===== src/rtl/clock_period_monitor.sv =====
// clock_period_monitor
// Measures the half-period of an asynchronous periodic input in system clock
// cycles. Reports each measurement, flags short/long half-periods and stuck
// input, and asserts lock after LOCK_COUNT consecutive in-range measurements.
module clock_period_monitor #(
  parameter int unsigned CNT_WIDTH  = 16,
  parameter int unsigned LOCK_COUNT = 4
) (
  input  logic                 clock,
  input  logic                 reset,
  input  logic                 enable,
  input  logic                 mon_in,
  input  logic [CNT_WIDTH-1:0] min_half,
  input  logic [CNT_WIDTH-1:0] max_half,
  input  logic                 clear_errors,
  output logic [CNT_WIDTH-1:0] half_period,
  output logic                 meas_valid,
  output logic                 locked,
  output logic                 too_short,
  output logic                 too_long,
  output logic                 stuck,
  output logic [CNT_WIDTH-1:0] edge_count
);

  localparam int unsigned LockW = $clog2(LOCK_COUNT + 1);
  localparam logic [LockW-1:0] LockMax = LockW'(LOCK_COUNT);
  localparam logic [CNT_WIDTH-1:0] CntMax = '1;
  localparam logic [CNT_WIDTH-1:0] CntOne = CNT_WIDTH'(1);

  typedef enum logic [1:0] {
    StIdle,
    StAcquire,
    StMeasure
  } state_e;

  // Input synchronizer: sync_q[0] = s1, sync_q[1] = s2, sync_q[2] = s3 (history)
  logic [2:0] sync_q;
  logic       edge_det;

  state_e                 state_q, state_d;
  logic [CNT_WIDTH-1:0]   cnt_q, cnt_d;
  logic [CNT_WIDTH-1:0]   edge_cnt_q, edge_cnt_d;
  logic [LockW-1:0]       lock_cnt_q, lock_cnt_d;
  logic                   locked_q, locked_d;
  logic                   stuck_q, stuck_d;
  logic                   too_short_q, too_short_d;
  logic                   too_long_q, too_long_d;
  logic [CNT_WIDTH-1:0]   half_period_q, half_period_d;
  logic                   meas_valid_q, meas_valid_d;

  // Helper values for the next-state logic
  logic [CNT_WIDTH-1:0]   cnt_inc;
  logic [LockW-1:0]       lock_inc;
  logic                   set_short;
  logic                   set_long;

  // Synchronize mon_in into the clock domain and keep one cycle of history
  always_ff @(posedge clock) begin
    if (reset) begin
      sync_q <= 3'b000;
    end else begin
      sync_q <= {sync_q[1:0], mon_in};
    end
  end

  // Either polarity of transition counts as an edge
  assign edge_det = sync_q[1] ^ sync_q[2];

  // Saturating increments: the elapsed counter never wraps
  assign cnt_inc  = (cnt_q == CntMax) ? cnt_q : cnt_q + 1'b1;
  assign lock_inc = (lock_cnt_q == LockMax) ? lock_cnt_q : lock_cnt_q + 1'b1;

  // State and status registers
  always_ff @(posedge clock) begin
    if (reset) begin
      state_q       <= StIdle;
      cnt_q         <= '0;
      edge_cnt_q    <= '0;
      lock_cnt_q    <= '0;
      locked_q      <= 1'b0;
      stuck_q       <= 1'b0;
      too_short_q   <= 1'b0;
      too_long_q    <= 1'b0;
      half_period_q <= '0;
      meas_valid_q  <= 1'b0;
    end else begin
      state_q       <= state_d;
      cnt_q         <= cnt_d;
      edge_cnt_q    <= edge_cnt_d;
      lock_cnt_q    <= lock_cnt_d;
      locked_q      <= locked_d;
      stuck_q       <= stuck_d;
      too_short_q   <= too_short_d;
      too_long_q    <= too_long_d;
      half_period_q <= half_period_d;
      meas_valid_q  <= meas_valid_d;
    end
  end

  // Next-state, measurement, range check and timeout logic
  always_comb begin
    state_d       = state_q;
    cnt_d         = cnt_q;
    edge_cnt_d    = edge_cnt_q;
    lock_cnt_d    = lock_cnt_q;
    locked_d      = locked_q;
    stuck_d       = stuck_q;
    half_period_d = half_period_q;
    meas_valid_d  = 1'b0;
    set_short     = 1'b0;
    set_long      = 1'b0;

    if (!enable) begin
      // Dropping enable wins over any simultaneous edge
      state_d    = StIdle;
      cnt_d      = '0;
      edge_cnt_d = '0;
      lock_cnt_d = '0;
      locked_d   = 1'b0;
      stuck_d    = 1'b0;
    end else begin
      unique case (state_q)
        StIdle: begin
          cnt_d      = '0;
          edge_cnt_d = '0;
          lock_cnt_d = '0;
          locked_d   = 1'b0;
          stuck_d    = 1'b0;
          state_d    = StAcquire;
        end

        StAcquire: begin
          // First edge only starts the timing; nothing is measured
          if (edge_det) begin
            state_d    = StMeasure;
            cnt_d      = CntOne;
            edge_cnt_d = CntOne;
          end
        end

        StMeasure: begin
          if (edge_det) begin
            half_period_d = cnt_q;
            meas_valid_d  = 1'b1;
            edge_cnt_d    = edge_cnt_q + 1'b1;
            cnt_d         = CntOne;
            stuck_d       = 1'b0;
            if (cnt_q < min_half) begin
              set_short  = 1'b1;
              lock_cnt_d = '0;
              locked_d   = 1'b0;
            end else if (cnt_q > max_half) begin
              set_long   = 1'b1;
              lock_cnt_d = '0;
              locked_d   = 1'b0;
            end else begin
              lock_cnt_d = lock_inc;
              locked_d   = (lock_inc == LockMax);
            end
          end else begin
            cnt_d = cnt_inc;
            // Elapsed count already beyond max_half with no edge: input is stuck
            if (cnt_q > max_half) begin
              stuck_d    = 1'b1;
              set_long   = 1'b1;
              lock_cnt_d = '0;
              locked_d   = 1'b0;
            end
          end
        end

        default: begin
          state_d = StIdle;
        end
      endcase
    end

    // A new error in the same cycle as clear_errors keeps the flag set
    too_short_d = set_short | (too_short_q & ~clear_errors);
    too_long_d  = set_long | (too_long_q & ~clear_errors);
  end

  assign half_period = half_period_q;
  assign meas_valid  = meas_valid_q;
  assign locked      = locked_q;
  assign too_short   = too_short_q;
  assign too_long    = too_long_q;
  assign stuck       = stuck_q;
  assign edge_count  = edge_cnt_q;

endmodule


===== config.mk =====
export PLATFORM = sky130hd
export DESIGN_NAME = clock_period_monitor
export DESIGN_NICKNAME = d
export VERILOG_FILES = /design/src/rtl/clock_period_monitor.sv
export SDC_FILE = /design/constraint.sdc
export NUM_CORES = 1
export LEC_CHECK = 0
export CORE_MARGIN = 5
export CORE_UTILIZATION = 53
export CTS_BUF_LIST = sky130_fd_sc_hd__clkbuf_8
export DETAILED_ROUTE_END_ITERATION = 8
export GPL_TIMING_DRIVEN = 0
export HOLD_SLACK_MARGIN = 0.06
export MAX_ROUTING_LAYER = met4
export PLACE_DENSITY = 0.93
export SLEW_MARGIN = 20
export SYNTH_ARGS = -nofsm -noshare
export SYNTH_HDL_FRONTEND = slang
export SYNTH_SLANG_ARGS = --single-unit

===== constraint.sdc =====
create_clock -name clock -period 3 [get_ports clock]
set_input_delay 0.6 -clock clock [delete_from_list [all_inputs] [get_ports clock]]
set_output_delay 0.6 -clock clock [all_outputs]
set_load 0.02 [all_outputs]

======== After elaboration in Yosys (flattened, before gate mapping) ========
Cells that the tools add are included.
word-level totals
  register bits ........................... 61
  word-level logic and storage cells ...... 75
  input port bits ......................... 37
  output and inout bits ................... 37
operators by class
  bitwise gates (word level) .............. 8
  reduce and logical (&&, ||, !) cells .... 10
  $lt $le $gt $ge ......................... 2
  mux-type cells .......................... 32
  add/sub/neg operators ................... 3
  eq/ne operators ......................... 9
operators with widths
  cell                                            count
  case mux 16 bit (3 select lines)                2
  two-way mux 16 bit                              4
  adder 16 x 1 -> 16 bit (second input constant)  2
  == test 16 bit (second input constant)          1
  > comparator 16 bit                             1
  < comparator 16 bit                             1
  two-way mux 1 bit                               16
  two-way mux 3 bit                               5
  AND reduction 3 bit                             3
  == test 3 bit (second input constant)           2
  inequality test 3 bit (second input constant)   2
  case mux 2 bit (3 select lines)                 1
  case mux 3 bit (2 select lines)                 1
  inequality test 2 bit (second input constant)   2
  case mux 1 bit (2 select lines)                 2
  AND reduction 2 bit                             2
  adder 3 x 1 -> 3 bit (second input constant)    1
  inverter 1 bit                                  3
  nonzero test 3 bit                              1
  OR reduction 3 bit                              1
  bitwise AND 1 bit                               2
  == test 2 x 1 -> 1 bit (second input constant)  1
  == test 2 bit (second input constant)           1
  logical NOT 2 bit                               1
  other kinds (5)                                 6

======== Longest topological paths before layout ========
Gate-level depths: netlist of run 1.
  depth in word-level cells ............... 7
  mapped depth ............................ 10

======== Worst setup path after synthesis of run 1 ========
No wires, ideal clock.
  path kind ............................... in2reg
  start ................................... input port max_half[5]
  end ..................................... register locked_q (netlist: locked)
  path slack .............................. 448 ps
  data required time ...................... 2916 ps
  stages on the path ...................... 9
  arrival ................................. 2468 ps
  path through ............................ inv_1 -> ha_1 -> a21oi_2 -> o21ai_1 -> a221o_1 -> a211o_1 -> and2_4 -> or3_4 -> o31ai_2
between the ends
  word-level cells in the longest chain between the ends .. 5
RTL lines
  what                             line      text
  start: declaration               14        input logic [CNT_WIDTH-1:0] max_half,
  > comparator 16 bit (*)          152, 163
  two-way mux 1 bit                152       end else if (cnt_q > max_half) begin
  two-way mux 1 bit                148       if (cnt_q < min_half) begin
  two-way mux 1 bit                142       if (edge_det) begin
  case mux 1 bit (2 select lines)  122       unique case (state_q)
  end signal: assignment           91        locked_q <= locked_d;
  end: declaration                 44        logic locked_q, locked_d;
Every way passes the cells marked *; elsewhere a longest branch is shown, timed or not.
A chain may end at the register's enable or synchronous reset.

======== Worst setup path in the final report of run 1 ========
  start ................................... input port min_half[6]
  end ..................................... register lock_cnt_q[0]
between the ends
  word-level cells in the longest chain between the ends .. 4
RTL lines
  what                             line  text
  start: declaration               13    input logic [CNT_WIDTH-1:0] min_half,
  < comparator 16 bit              148
  two-way mux 3 bit                148
  two-way mux 3 bit                142
  case mux 3 bit (2 select lines)  122
  end signal: assignment           90    lock_cnt_q <= lock_cnt_d;
  end: declaration                 43    logic [LockW-1:0] lock_cnt_q, lock_cnt_d;
No other way between the ends.

==> flow_summary.json, run 1 <==
{
  "cp-end-kind": "flip-flop",
  "peakVddDrop_mv": 0.6245,
  "ys_seq_elements": 61,
  "hold_buffers": 0,
  "final.setup_skew_ps": 13.44,
  "crit_buf_inv": 2,
  "grt_pass1_wl_um": 14400,
  "ys_async_sr_fraction": 0,
  "ys.flop_type": "dfxtp_1",
  "grt_max_degree": 11,
  "hold_class": "flip-flop to flip-flop",
  "dpl_worst_slack_ps": -278.0,
  "area_growth_pct": 29.23,
  "ios": 74,
  "grt_overflow": 0,
  "drt_iter0_markers": 260,
  "finalMaxSlewViolations": 0,
  "place.gp.congestion": 0.9268,
  "slowest_delay_ps": 450,
  "netlist_instances": 434,
  "cts_buffers": 9,
  "clkSinkCount": 61,
  "critPathArrivalTime_ps": 3120,
  "coreArea_mm2": 0.006350,
  "synth-edff-count": 0,
  "diodes": 0,
  "start_util": 0.5468,
  "setup_ws_ps": 115.3,
  "netlist_area_mm2": 0.003472,
  "track_usage": 0.2182,
  "worstPathRequired_ps": 3240,
  "die_h_um": 90.94,
  "cts-root-buf": "clkbuf_8",
  "slowest_stage": "clkdlybuf4s50_1",
  "cp_common_cell": "a211oi_1",
  "tightest_slew_ps": 621.4,
  "antenna_found_initial": 0,
  "rows": 29,
  "cap_violations": 0,
  "path_clk_slew_ps": 60,
  "clk_latency_ps": 350,
  "syn_avg_cell_area_um2": 8.000,
  "synthDistinctLibCells": 51,
  "seq_area_frac_synth": 0.3517,
  "drive_gt1_frac": 0.04971,
  "vias": 3374,
  "finalCritPeriodShare": 0.9616,
  "route.detailed.drc": 0,
  "die_w_um": 90.94,
  "wl_per_cell_um": 14.45,
  "dr.pass1.iters": 5,
  "hpwl_um": 6578,
  "crit_family": "compound AO/OA/AOI/OAI gates",
  "period_minus_slack_ps": 2885,
  "setup_tns_ps": 0,
  "p_leak_nw": 1.818,
  "fmax_mhz": 346.7,
  "setup_viol": 0,
  "synth_fp_nets": 510,
  "powerDensity_mw_per_mm2": 365.0,
  "finalHoldViolCount": 0,
  "startpoint_type": "input pin",
  "die_area_mm2": 0.008270,
  "h-tree-depth": 3,
  "detail-route-antenna-nets": 0,
  "cts_max_path_buffers": 2,
  "cp_max_fo": 3,
  "portBuffers": 73,
  "vias_per_cell": 5.623,
  "cts_tree": "built",
  "wirelength_um": 8672,
  "max-slew-margin-rel": 0.5814,
  "worstSetupPathType": "input pin to flip-flop",
  "status": "finished, final reports clean",
  "grt_pass1_vias": 3156,
  "ys_warn_count": 0,
  "crit_chain": "clkdlybuf4s50_1, inv_1, ha_1, and3_1, a211oi_1, o221ai_1, a211oi_2, a211oi_1, a31o_1, a22o_1",
  "num-nets-final": 595
}
[stage by stage]
| stage | cell area [um2] | total power, mW | instances | utilization | hold WS [ps] |
|---|---|---|---|---|---|
| floorplan | 3472 | 0.8974 | 434 | - | 413.8 |
| global placement | 4299 | 0.9593 | 584 | 0.6770 | 419.9 |
| detailed placement | 4299 | 0.9644 | 584 | 0.6770 | 429.2 |
| CTS | 4479 | 1.653 | 599 | 0.7054 | 443.7 |
| global route | 4487 | 1.699 | 600 | 0.7066 | 464.2 |
| finish | 4487 | 1.637 | 600 | 0.7066 | 439.1 |
[kinds of logic (layout without fill, tap and decap cells)]
logic type	after synthesis	after routing	share of synthesized area
adder cells (fa/ha/maj)	39	39	0.1405
AO/OA/AOI/OAI	94	94	0.1651
XOR/XNOR	22	22	0.05549
AND/OR/NAND/NOR	168	168	0.2295
buffers and inverters	49	138	0.05441
multiplexers	1	1	0.003243
flip-flops	61	61	0.3517
[routing by layer]
metal | share of wire | vias up | global-route usage
met5 | 0 | - | -
met4 | 0.029 | 0 | 0.1015
met3 | 0.060 | 28 | 0.05702
met2 | 0.50 | 118 | 0.3480
met1 | 0.41 | 1554 | 0.2564
li1 | - | 1674 | -
[power by group]
part / internal [mW] / switching [mW] / total (mW)
clock: 0.371 / 0.320 / 0.690
combinational: 0.0684 / 0.0638 / 0.132
sequential: 0.813 / 0.00235 / 0.815
[area by class of cell]
type                       count  area [um2]
buffer                        11       46.29
tap                           77       96.34
clock inverter                 6       56.30
sequential                    61        1221
clock buffer                   9       123.9
timing repair buffer          74       738.2
inverter                      38       142.6
fill                         470        1863
multi-input combinational    324        2062
[worst paths after layout]
| path | from | to | slack, ps | depth (start not counted) |
|---|---|---|---|---|
| min | sync_q[0]$_SDFF_PP0_ | sync_q[1]$_SDFF_PP0_ | 440 | 1 |
| max | min_half[6] | lock_cnt_q[0]$_SDFFE_PP0P_ | 120 | 10 |
| min reg2reg | sync_q[0]$_SDFF_PP0_ | sync_q[1]$_SDFF_PP0_ | 440 | 1 |
| max reg2reg | cnt_q[6]$_SDFFE_PP0P_ | lock_cnt_q[0]$_SDFFE_PP0P_ | 370 | 8 |
[sequential cells by signal (all words and copies together), names as in the netlist]
register	flops
half_period	16
cnt_q	16
too_long	1
sync_q	3
locked	1
meas_valid	1
state_q	2
lock_cnt_q	3
stuck	1
edge_count	16
too_short	1
[repair_timing]
action / in CTS / in global routing
resized for setup: 0 / 0
endpoints found under the setup margin: 0 / 2
hold endpoints to repair: 0 / 0
setup buffers: 0 / 1
[synthesized netlist by cell type (2+ instances only)]
master | instances | area (um2)
a211oi_1 | 3 | 22.52
a21o_1 | 2 | 15.01
a21oi_1 | 44 | 220.2
a21oi_2 | 2 | 17.52
a22o_1 | 2 | 17.52
a31oi_1 | 3 | 18.77
and2_1 | 4 | 25.02
and3_1 | 8 | 50.05
and4_1 | 4 | 35.03
clkbuf_1 | 8 | 30.03
dfxtp_1 | 61 | 1221
ha_1 | 39 | 488.0
inv_1 | 38 | 142.6
nand2_1 | 66 | 247.7
nand2b_1 | 4 | 25.02
nand3_1 | 13 | 65.06
nand4_1 | 14 | 87.58
nor2_1 | 36 | 135.1
nor2b_1 | 5 | 31.28
nor3_1 | 3 | 15.01
o211ai_1 | 4 | 30.03
o21ai_0 | 17 | 85.08
o21ai_1 | 2 | 10.01
or3_1 | 5 | 31.28
xnor2_1 | 4 | 35.03
xor2_1 | 18 | 157.7
[cells in the final DEF, fill, tap and decap left out, types with 2 or more instances in the layout]
| cell type | instances |
|---|---|
| a21oi_1 | 44 |
| o21ai_1 | 2 |
| dfxtp_1 | 61 |
| nor2b_1 | 5 |
| and2_1 | 4 |
| o21ai_0 | 17 |
| o211ai_1 | 4 |
| clkbuf_1 | 8 |
| ha_1 | 39 |
| buf_4 | 2 |
| clkdlybuf4s50_1 | 73 |
| xor2_1 | 18 |
| nor2_1 | 36 |
| xnor2_1 | 4 |
| clkbuf_8 | 9 |
| nand2_1 | 66 |
| a211oi_1 | 3 |
| clkinv_2 | 3 |
| nor3_1 | 3 |
| a22o_1 | 2 |
| and3_1 | 8 |
| a21oi_2 | 2 |
| or3_1 | 5 |
| inv_1 | 39 |
| nand2b_1 | 4 |
| nand3_1 | 13 |
| a31oi_1 | 3 |
| nand4_1 | 14 |
| and4_1 | 4 |
| a21o_1 | 2 |
(Power assumes the default switching activity.)
==> run 2: changes to the inputs <==
--- a/config.mk
+++ b/config.mk
@@ -5,14 +5,15 @@
 export SDC_FILE = /design/constraint.sdc
 export NUM_CORES = 1
 export LEC_CHECK = 0
-export CORE_MARGIN = 5
 export CORE_UTILIZATION = 53
 export CTS_BUF_LIST = sky130_fd_sc_hd__clkbuf_8
+export CTS_CLUSTER_DIAMETER = 30
 export DETAILED_ROUTE_END_ITERATION = 8
 export GPL_TIMING_DRIVEN = 0
 export HOLD_SLACK_MARGIN = 0.06
 export MAX_ROUTING_LAYER = met4
 export PLACE_DENSITY = 0.93
+export SETUP_SLACK_MARGIN = 0.5
 export SLEW_MARGIN = 20
 export SYNTH_ARGS = -nofsm -noshare
 export SYNTH_HDL_FRONTEND = slang
==> flow_summary.json, run 2 (same netlist as run 1, synthesis figures left out) <==
{
  "cts-root-buf": "clkbuf_8",
  "finalHoldViolCount": 0,
  "wl_per_cell_um": 18.89,
  "fillerInstances": 366,
  "startpoint_type": "input pin",
  "grt_pass1_wl_um": 16870,
  "die_area_mm2": 0.006879,
  "period_minus_slack_ps": 2523,
  "grt_pass1_vias": 3679,
  "antenna_found_initial": 0,
  "min-delay-start": "sync_q[0]$_SDFF_PP0_",
  "worstSetupPathType": "input pin to flip-flop",
  "cap_violations": 0,
  "ff2ff_path_depth": 8,
  "hold_class": "flip-flop to flip-flop",
  "p_comb_frac": 0.082,
  "finalMaxSlewViolations": 0,
  "p_switching_mw": 0.4384,
  "route.detailed.drc": 0,
  "grt_max_degree": 12,
  "max-slew-margin-rel": 0.5883,
  "p_leak_nw": 1.996,
  "grt_overflow": 0,
  "min_path_cells": 1,
  "setup_viol": 0,
  "cp-end-kind": "flip-flop",
  "die_w_um": 82.94,
  "whs_ps": 441.6,
  "coreArea_mm2": 0.006350,
  "critPathArrivalTime_ps": 2790,
  "p_clk_frac": 0.508,
  "r2r-end": "locked$_SDFFE_PP0P_",
  "r2r_start": "cnt_q[5]$_SDFFE_PP0P_",
  "dr.pass1.iters": 5,
  "clkSinkCount": 61,
  "rows": 29,
  "ff2ff_setup_slack_ps": 490,
  "h-tree-depth": 3,
  "portBuffers": 73,
  "clk_latency_ps": 350,
  "start_util": 0.5468,
  "vias": 3760,
  "detail-route-antenna-nets": 0,
  "worstPathRequired_ps": 3270,
  "num-nets-final": 602,
  "layout_common_cells": "nand2_1 (64), dfxtp_1 (51), clkdlybuf4s50_1 (47)",
  "cts_tree": "built",
  "p_int_mw": 1.541,
  "die_h_um": 82.94,
  "vias_per_cell": 6.184,
  "finalCritPeriodShare": 0.8409,
  "rsz0062_at_grt": "false",
  "diodes": 0,
  "setup_ws_ps": 477.4,
  "wirelength_um": 11490,
  "final.setup_skew_ps": 8.292,
  "tightest_slew_ps": 615.5,
  "hpwl_um": 6446,
  "place.gp.congestion": 0.9390,
  "drive_gt1_frac": 0.2015,
  "drt_iter0_markers": 322,
  "cp_max_fo": 3,
  "hold_path_end": "sync_q[1]$_SDFF_PP0_",
  "dpl_worst_slack_ps": -237.0,
  "p_sw_frac": 0.2215,
  "cts_buffers": 9,
  "status": "finished, final reports clean",
  "fmax_mhz": 396.4,
  "powerDensity_mw_per_mm2": 397.1,
  "area_growth_pct": 43.57,
  "track_usage": 0.3122,
  "pwr-share-seq": 0.410,
  "final_common_cell": "nand2_1",
  "peakVddDrop_mv": 0.5868,
  "ios": 74,
  "cts_max_path_buffers": 2,
  "path_clk_slew_ps": 70
}
[run 2: timing repair]
action	4_1_cts	5_1_grt
buffers inserted	6	2
setup endpoints to repair	5	20
pin swaps	29	39
resized for setup	43	78
hold buffers	0	0
[run 2: how the worst max path moves through the flow]
stage,from,end,slack [ps],depth (start not counted)
after floorplan,max_half[5],locked$_SDFFE_PP0P_,510,9
after global placement,min_half[6],lock_cnt_q[0]$_SDFFE_PP0P_,-190,10
after detailed placement,min_half[6],lock_cnt_q[0]$_SDFFE_PP0P_,-240,10
final,max_half[6],locked$_SDFFE_PP0P_,480,10
after global routing,min_half[3],locked$_SDFFE_PP0P_,460,10
after CTS,min_half[1],lock_cnt_q[1]$_SDFFE_PP0P_,520,9
[run 2: layer usage]
metal,vias to the layer above,routed length [um],track usage,share of wire
li1,1686,-,-,-
met2,240,5481,0.5149,0.48
met4,0,747,0.1897,0.065
met1,1749,4409,0.3432,0.38
met5,-,0,-,0
met3,85,850,0.07058,0.074
[run 2: critical path, cell delays in order]
cell	delay, ps
dlygate4sd2_1	240
inv_2	70
ha_4	190
nand2_2	100
o21ai_2	60
a221o_1	350
a211o_1	350
and2_4	180
or3_4	410
o31ai_4	250
[run 2: power groups by stage]
stage,Clock [mW],Combinational [mW],Sequential (mW)
5_1_grt,1.04,0.173,0.812
6_report,1.01,0.161,0.812
2_1_floorplan,0,0.0645,0.833
3_3_place_gp,0,0.126,0.833
3_5_place_dp,0,0.131,0.833
4_1_cts,0.990,0.138,0.815
[run 2: layout make-up]
cell class / count / area [um2] / area share
buffer: 11 / 46.29 / 0.009287
timing repair buffer: 81 / 775.7 / 0.1556
multi-input combinational: 324 / 2411 / 0.4837
tap: 77 / 96.34 / 0.01933
clock buffer: 10 / 137.6 / 0.02761
inverter: 38 / 142.6 / 0.02861
sequential: 61 / 1241 / 0.2490
clock inverter: 6 / 133.9 / 0.02686
[run 2: stage by stage]
step	utilization	setup TNS, ps	total power [mW]	instance area [um2]	instances
final	0.7850	0	1.980	4985	608
after global routing	0.7850	0	2.021	4985	608
after CTS	0.7494	0	1.943	4758	606
after detailed placement	0.6770	-557.8	0.9645	4299	584
after global placement	0.6770	-426.2	0.9586	4299	584
after floorplan	-	0	0.8973	3472	434
==> run 3: changes to the inputs <==
==> constraint.sdc (replaced) <==
create_clock -name clock -period 2.5 [get_ports clock]
set_input_delay 0.5 -clock clock [delete_from_list [all_inputs] [get_ports clock]]
set_output_delay 0.5 -clock clock [all_outputs]
set_load 0.02 [all_outputs]
==> flow_summary.json, run 3 (same netlist as run 1, synthesis figures left out) <==
{
  "final_cells": 631,
  "p_sw_frac": 0.2253,
  "die_h_um": 82.94,
  "die_w_um": 82.94,
  "drt_iter0_markers": 472,
  "hold_buffers": 0,
  "critPathArrivalTime_ps": 2680,
  "status": "finished, final reports clean",
  "finalMaxSlewViolations": 0,
  "track_usage": 0.3225,
  "period_minus_slack_ps": 2397,
  "startpoint_type": "input pin",
  "cap_violations": 0,
  "clk_latency_ps": 340,
  "r2r_start": "cnt_q[12]$_SDFFE_PP0P_",
  "dpl_worst_slack_ps": -506.2,
  "worstSetupPathType": "input pin to flip-flop",
  "powerDensity_mw_per_mm2": 416.9,
  "crit_start": "max_half[6]",
  "cts_max_path_buffers": 2,
  "num-nets-final": 625,
  "diodes": 0,
  "slowest_delay_ps": 370,
  "clkSinkCount": 61,
  "cts_tree": "built",
  "cts-root-buf": "clkbuf_8",
  "setup_viol": 0,
  "place_inst": 584,
  "ff2ff_path_depth": 9,
  "peakVddDrop_mv": 0.4877,
  "die_area_mm2": 0.006879,
  "grt_overflow": 0,
  "portBuffers": 73,
  "final.setup_skew_ps": 9.544,
  "route.detailed.drc": 0,
  "grt_pass1_wl_um": 17540,
  "hold_class": "flip-flop to flip-flop",
  "min_path_cells": 1,
  "tightest_slew_ps": 523.9,
  "path_clk_slew_ps": 60,
  "crit_buf_inv": 3,
  "ios": 74,
  "final_common_cell": "nand2_1",
  "vias": 4003,
  "h-tree-depth": 3,
  "finalHoldViolCount": 0,
  "setup_tns_ps": 0,
  "dr.pass1.iters": 8,
  "layout_common_cells": "nand2_1 (63), clkdlybuf4s50_1 (56), dfxtp_1 (42)",
  "rsz0062_at_grt": "true",
  "hpwl_um": 6560,
  "slowest_stage": "a211o_1",
  "fillerInstances": 277,
  "cts_buffers": 9,
  "cp_max_fo": 3,
  "crit_family": "compound AO/OA/AOI/OAI gates",
  "wirelength_um": 12720,
  "area_growth_pct": 55.17,
  "fmax_mhz": 417.2,
  "drive_gt1_frac": 0.3177,
  "antenna_found_initial": 0,
  "worstPathRequired_ps": 2780,
  "placed_area_mm2": 0.004526,
  "vias_per_cell": 6.344,
  "rows": 29,
  "p_clk_frac": 0.465,
  "cp-end-kind": "flip-flop",
  "path_depth": 11,
  "pwr-share-seq": 0.432,
  "max-slew-margin-rel": 0.6490,
  "detail-route-antenna-nets": 0,
  "p_comb_frac": 0.103,
  "crit_chain": "dlygate4sd2_1, inv_2, ha_4, nand2_2, o21ai_2, a221o_1, a211o_1, buf_6, a211oi_4, a31o_1, a22o_1",
  "p_leak_nw": 2.057,
  "wl_per_cell_um": 20.16,
  "grt_max_degree": 11,
  "finalCritPeriodShare": 0.9588,
  "setup_ws_ps": 103.0,
  "p_switching_mw": 0.5062,
  "design_area_mm2": 0.005388,
  "p_int_mw": 1.740,
  "start_util": 0.5468,
  "grt_pass1_vias": 3817,
  "place.gp.congestion": 0.9316,
  "coreArea_mm2": 0.006350,
  "min-delay-start": "sync_q[0]$_SDFF_PP0_"
}
-- run 3: cell types whose count changed in the layout (fill, tap and decap cells not counted), moves of 5 or more --
cell	delta
buf_4	+20
clkbuf_1	-5
clkdlybuf4s50_1	+9
dfxtp_1	-9
dfxtp_4	+8
dlymetal6s2s_1	-10
ha_1	-5
inv_2	-11
-- run 3: per-stage QoR --
stage / total power, mW / hold slack [ps] / utilization
3_5_place_dp: 1.181 / 437.3 / 0.7127
5_1_grt: 2.304 / 471.6 / 0.8485
3_3_place_gp: 1.172 / 419.7 / 0.7127
2_1_floorplan: 1.091 / 413.8 / -
6_report: 2.246 / 443.4 / 0.8485
4_1_cts: 2.206 / 454.9 / 0.7949
-- run 3: worst paths after layout --
check | end | slack [ps]
setup / recovery | lock_cnt_q[0]$_SDFFE_PP0P_ | 100
hold / removal | sync_q[1]$_SDFF_PP0_ | 440
setup reg to reg | lock_cnt_q[0]$_SDFFE_PP0P_ | 110
hold reg to reg | sync_q[1]$_SDFF_PP0_ | 440
-- run 3: area by class of cell --
cell class,count,area (um2),area share
inverters,38,187.7,0.03484
repair buffers,104,944.7,0.1753
clock inverters,3,65.06,0.01208
plain buffers,11,62.56,0.01161
flip-flops and latches,61,1272,0.2362
well taps,77,96.34,0.01788
clock buffers,13,178.9,0.03321
multi-input cells,324,2580,0.4789
-- run 3: what timing repair did --
action | CTS | global route
gates resized for setup | 88 | 75
cloned | 0 | 0
setup endpoints to repair | 41 | 44
pin swaps | 31 | 21
buffers inserted | 14 | 17
-- run 3: layer usage --
metal,vias up,share of wire,global-route usage
met5,-,0,-
met3,117,0.093,0.08748
met2,311,0.46,0.5373
met1,1846,0.37,0.3470
met4,0,0.071,0.1803
li1,1729,-,-
-- run 3: power by group through the flow --
stage	logic [mW]	clock network, mW	registers [mW]
final	0.232	1.04	0.969
after global routing	0.245	1.09	0.969
after CTS	0.191	1.05	0.970
after detailed placement	0.181	0	1.00
after global placement	0.173	0	1.00
after floorplan	0.0919	0	0.999
